`config.mk`:
```
export PLATFORM = sky130hd
export DESIGN_NAME = gpu_op_queue
export DESIGN_NICKNAME = d
export VERILOG_FILES = /design/src/rtl/gpu_op_queue.sv
export SDC_FILE = /design/constraint.sdc
export NUM_CORES = 1
export LEC_CHECK = 0
export CAP_MARGIN = 20
export CORE_MARGIN = 5
export CORE_UTILIZATION = 25
export CTS_CLUSTER_DIAMETER = 50
export DETAILED_ROUTE_END_ITERATION = 8
export GPL_TIMING_DRIVEN = 0
export RECOVER_POWER = 25
export SLEW_MARGIN = 30
export SYNTH_ARGS = -nofsm -noshare
export SYNTH_HDL_FRONTEND = slang
export SYNTH_SLANG_ARGS = --single-unit
```
`constraint.sdc`:
```
create_clock -name i_clk -period 5.8 [get_ports i_clk]
set_input_delay 0.87 -clock i_clk [delete_from_list [all_inputs] [get_ports i_clk]]
set_output_delay 0.87 -clock i_clk [all_outputs]
set_load 0.01 [all_outputs]
```
`src/rtl/gpu_op_queue.sv`:
```
// Speculative op queue between CPU and GPU: writes stay invisible to the reader until
// committed, and uncommitted writes can be dropped by rollback. COMMIT_MODE=0 gives a plain FIFO.
module gpu_op_queue #(
    parameter int DATA_W      = 32,
    parameter int DEPTH       = 16,
    parameter int ALMOST_FULL = 4,
    parameter int COMMIT_MODE = 1
) (
    input  logic                     i_clk,
    input  logic                     i_rst,
    input  logic                     i_ce,
    input  logic [DATA_W-1:0]        i_wr_data,
    input  logic                     i_wr_en,
    output logic                     o_full,
    output logic                     o_almost_full,
    input  logic                     i_commit,
    input  logic                     i_rollback,
    output logic [DATA_W-1:0]        o_rd_data,
    input  logic                     i_rd_en,
    output logic                     o_empty,
    output logic [$clog2(DEPTH):0]   o_committed_count,
    output logic                     o_overflow,
    output logic                     o_underflow
);
    localparam int AW = $clog2(DEPTH);
    localparam int PW = AW + 1;

    logic [DATA_W-1:0] r_mem [DEPTH];
    logic [PW-1:0]     r_wr_ptr, r_cmt_ptr, r_rd_ptr;
    logic              r_overflow, r_underflow;

    logic [PW-1:0]     w_used, w_free, w_cmt_cnt;
    logic              w_rb, w_cm, w_wr_acc, w_wr_ovf, w_rd_acc, w_rd_unf;

    assign w_used    = r_wr_ptr - r_rd_ptr;
    assign w_free    = PW'(DEPTH) - w_used;
    assign w_cmt_cnt = r_cmt_ptr - r_rd_ptr;

    assign o_full            = (w_used == PW'(DEPTH));
    assign o_almost_full     = (w_free <= PW'(ALMOST_FULL));
    assign o_committed_count = w_cmt_cnt;
    assign o_empty           = (w_cmt_cnt == '0);
    assign o_rd_data         = r_mem[r_rd_ptr[AW-1:0]];
    assign o_overflow        = r_overflow;
    assign o_underflow       = r_underflow;

    // Rollback swallows a same-cycle write entirely, including its overflow report.
    assign w_rb     = i_ce && (COMMIT_MODE != 0) && i_rollback;
    assign w_cm     = i_ce && (COMMIT_MODE != 0) && i_commit && !i_rollback;
    assign w_wr_acc = i_ce && i_wr_en && !o_full && !w_rb;
    assign w_wr_ovf = i_ce && i_wr_en &&  o_full && !w_rb;
    assign w_rd_acc = i_ce && i_rd_en && !o_empty;
    assign w_rd_unf = i_ce && i_rd_en &&  o_empty;

    always_ff @(posedge i_clk) begin
        if (w_wr_acc)
            r_mem[r_wr_ptr[AW-1:0]] <= i_wr_data;
    end

    always_ff @(posedge i_clk or posedge i_rst) begin
        if (i_rst) begin
            r_wr_ptr    <= '0;
            r_cmt_ptr   <= '0;
            r_rd_ptr    <= '0;
            r_overflow  <= 1'b0;
            r_underflow <= 1'b0;
        end else begin
            if (w_rb)
                r_wr_ptr <= r_cmt_ptr;
            else if (w_wr_acc)
                r_wr_ptr <= r_wr_ptr + 1'b1;

            // Commit publishes the post-write pointer so a write+commit word is included.
            if (COMMIT_MODE == 0) begin
                if (w_wr_acc)
                    r_cmt_ptr <= r_wr_ptr + 1'b1;
            end else if (w_cm) begin
                r_cmt_ptr <= r_wr_ptr + PW'(w_wr_acc);
            end

            if (w_rd_acc)
                r_rd_ptr <= r_rd_ptr + 1'b1;
            if (w_wr_ovf)
                r_overflow <= 1'b1;
            if (w_rd_unf)
                r_underflow <= 1'b1;
        end
    end
endmodule

```
==> metrics.log <==
[metrics] run status: complete, no violations
[metrics] htree depth: 2
[metrics] final weighted congestion in routability-driven placement: around 0.73
[metrics] data required time of the critical path: ~6.1 ns
[metrics] layout filler cell count: 7764
[metrics] Worst-path clk slew: about 0.060 ns
[metrics] power density over the cells: roughly 460 nW/µm²
[metrics] remaining design rule violation count: 0
[metrics] data arrival time at the worst-slack endpoint: 5.84 ns
[metrics] average detailed-routed wire length per instance: ~22 µm
[metrics] Reg2Reg Depth: 17
[metrics] Commonest cells post-synth: edfxtp_1 (512), nand2_1 (145), mux4_2 (128), a31oi_1 (32), and3_1 (32)
[metrics] setup TNS: 0 ns
[metrics] capturing element type of the critical path: flip-flop
[metrics] worst ir drop on vdd: around 0.00027 V
[metrics] DIE WIDTH: 299 µm
[metrics] Syn Std Cell Area: 20800 µm²
[metrics] antenna violations before repair: 3
[metrics] ranking of synthesized cells by area: edfxtp_1 (74%), mux4_2 (14%), nand2_1 (2.6%)
[metrics] number of failing setup endpoints in the final timing report: 0
[metrics] share of Yosys cell area claimed by the top area cell type: 0.738
[metrics] number of synthesized flops with an enable pin: a little over 500
[metrics] number of buffers inserted by port buffering: 80
[metrics] leakage component of the power: 8.23 nW
[metrics] post-route clock skew: approximately 0.018 ns
[metrics] vias in the first global route: around 11k
[metrics] multi-input logic area: roughly 4800 µm²
[metrics] beginning of the worst hold path: o_underflow$_DFFE_PP0P_
[metrics] vias after detailed routing: roughly 11k
[metrics] sequential area share after synthesis: 0.758
[metrics] number of sinks on the clock net: about 530
[metrics] Slew @ Worst Pin: roughly 0.90 ns
[metrics] initial cell density of the core: 0.253
[metrics] Critical R2R Launch: r_rd_ptr[1]$_DFFE_PP0P_
[metrics] Min Hold Slack: about 0.46 ns
[metrics] Final HPWL DP: between 30000 and 40000 µm
[metrics] final-stage net count: between 1k and 1.5k
[metrics] time the worst path needs with I/O delays and setup: 5.54 ns
[metrics] placeable core region: between 80000 and 90000 µm²
[metrics] most instantiated flip-flop cell in the synthesis netlist: edfxtp_1
[metrics] fraction of final layout cells with drive strength greater than 1: 0.230
[metrics] Min-Delay Path Depth: 1
[metrics] setup repair bufs after CTS: 0
[metrics] synthesized area per cell: about 20 µm²
[metrics] Congestion Overflow GR: 0
[metrics] Design Power: around 12 mW
[metrics] total I/O pin count: slightly above 80
[metrics] final number of max-transition violations: 0
[metrics] cell count after synthesis: about 1.0k
[metrics] hold violation total from the final report: 0
[metrics] final core utilization: 0.311
[metrics] insertion delay of the later-clocked pin in the worst-skew pair: roughly 0.61 ns
[metrics] register-to-register path setup slack: between 0.2 and 0.3 ns
[metrics] Worst Path Class, Setup: flip-flop to flip-flop
[metrics] area delta synth->final: 22.8%
[metrics] post-route clock period utilization: 0.955
[metrics] count of TritonRoute iterations in the first routing pass: 5
[metrics] max capacitance violation total: 0
[metrics] Routed Antenna Nets: 0
[metrics] nets in the synthesized netlist: roughly 1.1k
[metrics] Max Fclk: about 0.18 GHz
[metrics] count leader, synth: edfxtp_1
[metrics] DIE HEIGHT: roughly 300 µm
[metrics] total clock buffers created by CTS: 54
[metrics] GRT Resource Usage Total: 0.114
[metrics] Total Die Area: 89200 µm²
[metrics] capture point of the worst reg-to-reg path: r_mem[0][13]$_DFFE_PP_
[metrics] global-route wire length before repair: ~76000 µm
[metrics] buffer cell driving the clock tree root: clkbuf_16
[metrics] post-synth top area cell: edfxtp_1
[metrics] count of standard-cell rows: ~110
[metrics] class of the tightest hold or removal check: flip-flop to flip-flop
[metrics] Worst slew margin: 0.399
[metrics] Synthesis Warnings: 0
[metrics] unrepaired setup endpoints after global routing: no
[metrics] vias per cell: roughly 4.5
[metrics] maximum number of pins on one net before global-route repair: 18
[metrics] wire length after detailed routing: ~51000 µm
[metrics] worst-path fanout max: 11
[metrics] total of flip-flops plus latches after synthesis: 529
[metrics] buffer depth of the longest clock path: 3
[metrics] fraction of registers with async set/reset: 0.0321
[metrics] clock tree from TritonCTS: yes
[metrics] Unique masters post-synth: 40
[metrics] Starting DRT DRC Count: approximately 880
[metrics] register cell area after layout: between 15000 and 20000 µm²
[metrics] type of element launching the critical path: flip-flop
[metrics] endpoint with the worst hold slack: o_underflow$_DFFE_PP0P_
==> layer usage <==
metal,global-route usage,vias to the layer above,wire [µm]
met5,0,-,0
met4,0.0281,0,1060
met3,0.0281,68,3170
met2,0.190,294,25200
met1,0.150,5645,22000
li1,-,4574,-
==> cell usage in the layout (no fill, tap or decap), types with 7 or more instances in the layout <==
cell,Yosys,final
edfxtp_1,512,512
and3_1,32,32
buf_16,0,21
dfrtp_1,17,17
nor2_1,20,8
ha_1,16,16
clkbuf_16,0,55
a31oi_1,32,32
a21oi_1,7,7
buf_2,8,8
a22o_1,7,7
clkdlybuf4s50_1,0,60
o21ai_0,11,11
buf_6,6,9
nor2_4,0,12
clkinv_1,1,13
mux4_2,128,128
buf_4,7,24
xnor2_1,10,10
inv_1,15,15
nand2_1,145,145
dlygate4sd3_1,0,20
clkbuf_1,26,38
==> report_power, final <==
part	internal (mW)	switching, mW	leakage, nW
Clock	1.92	1.42	0.822
Sequential	4.31	0.0731	4.82
Combinational	1.84	2.14	2.59
Total	8.06	3.64	8.23
==> worst max-delay path by stage <==
stage | from | end | slack [ns] | depth (start not counted)
global placement | r_rd_ptr[2]$_DFFE_PP0P_ | r_mem[3][7]$_DFFE_PP_ | -3.16 | 15
CTS | r_rd_ptr[2]$_DFFE_PP0P_ | r_mem[2][12]$_DFFE_PP_ | 0.02 | 18
floorplan | r_rd_ptr[1]$_DFFE_PP0P_ | r_mem[0][0]$_DFFE_PP_ | 0.28 | 15
finish | r_rd_ptr[1]$_DFFE_PP0P_ | r_mem[0][13]$_DFFE_PP_ | 0.26 | 17
detailed placement | r_rd_ptr[2]$_DFFE_PP0P_ | r_mem[2][10]$_DFFE_PP_ | 0.06 | 18
global route | r_rd_ptr[1]$_DFFE_PP0P_ | r_mem[2][9]$_DFFE_PP_ | 0.06 | 18
==> sequential cells by signal, indices dropped and copies added, names as in the netlist <==
name,flops
r_wr_ptr,5
o_overflow,1
r_mem,512
o_underflow,1
r_rd_ptr,5
r_cmt_ptr,5
==> through the flow <==
| stage | cell area (µm²) | setup WS (ns) | std cells |
|---|---|---|---|
| after floorplan | 20800 | 0.280 | 1047 |
| after global placement | 23000 | -3.16 | 2197 |
| after detailed placement | 23900 | 0.0568 | 2240 |
| after CTS | 25600 | 0.0220 | 2337 |
| after global routing | 25600 | 0.0628 | 2337 |
| final | 25600 | 0.262 | 2339 |
==> layout make-up <==
class                   count  share of cell area
inverters                  16             0.00249
flip-flops and latches    529               0.617
multi-input cells         447               0.187
well taps                1070              0.0523
clock inverters            28              0.0107
clock buffers              69              0.0558
plain buffers              55              0.0131
repair buffers            123              0.0614
diodes                      2            0.000196
==> kinds of logic after synthesis <==
kind of cell    count (synthesis)  synth area share
xor+xnor                       14           0.00588
buf+inv                        71            0.0188
simple gates                  220            0.0460
mux                           132             0.140
compound gates                 63            0.0193
fa+ha+maj                      18            0.0115
flops                         529             0.758
==> critical path: stages (launching register included) <==
cell and delay [ns]:
dfrtp_1 0.47, buf_2 0.26, inv_1 0.25, clkbuf_1 0.64
ha_1 0.36, nor2b_1 0.13, o21ai_0 0.20, a21boi_0 0.15
o21ai_0 0.32, inv_1 0.09, ha_1 0.28, nor2b_1 0.33
and2_1 0.18, clkbuf_1 0.25, nand2_1 0.29, nor3_2 0.51
buf_4 0.29, buf_4 0.20
==> timing repair <==
action / in CTS / in global routing
setup endpoints to repair: 0 / 118
resized for setup: 0 / 6
hold buffers: 0 / 0
No activity file was read; power rests on OpenSTA's default activity.
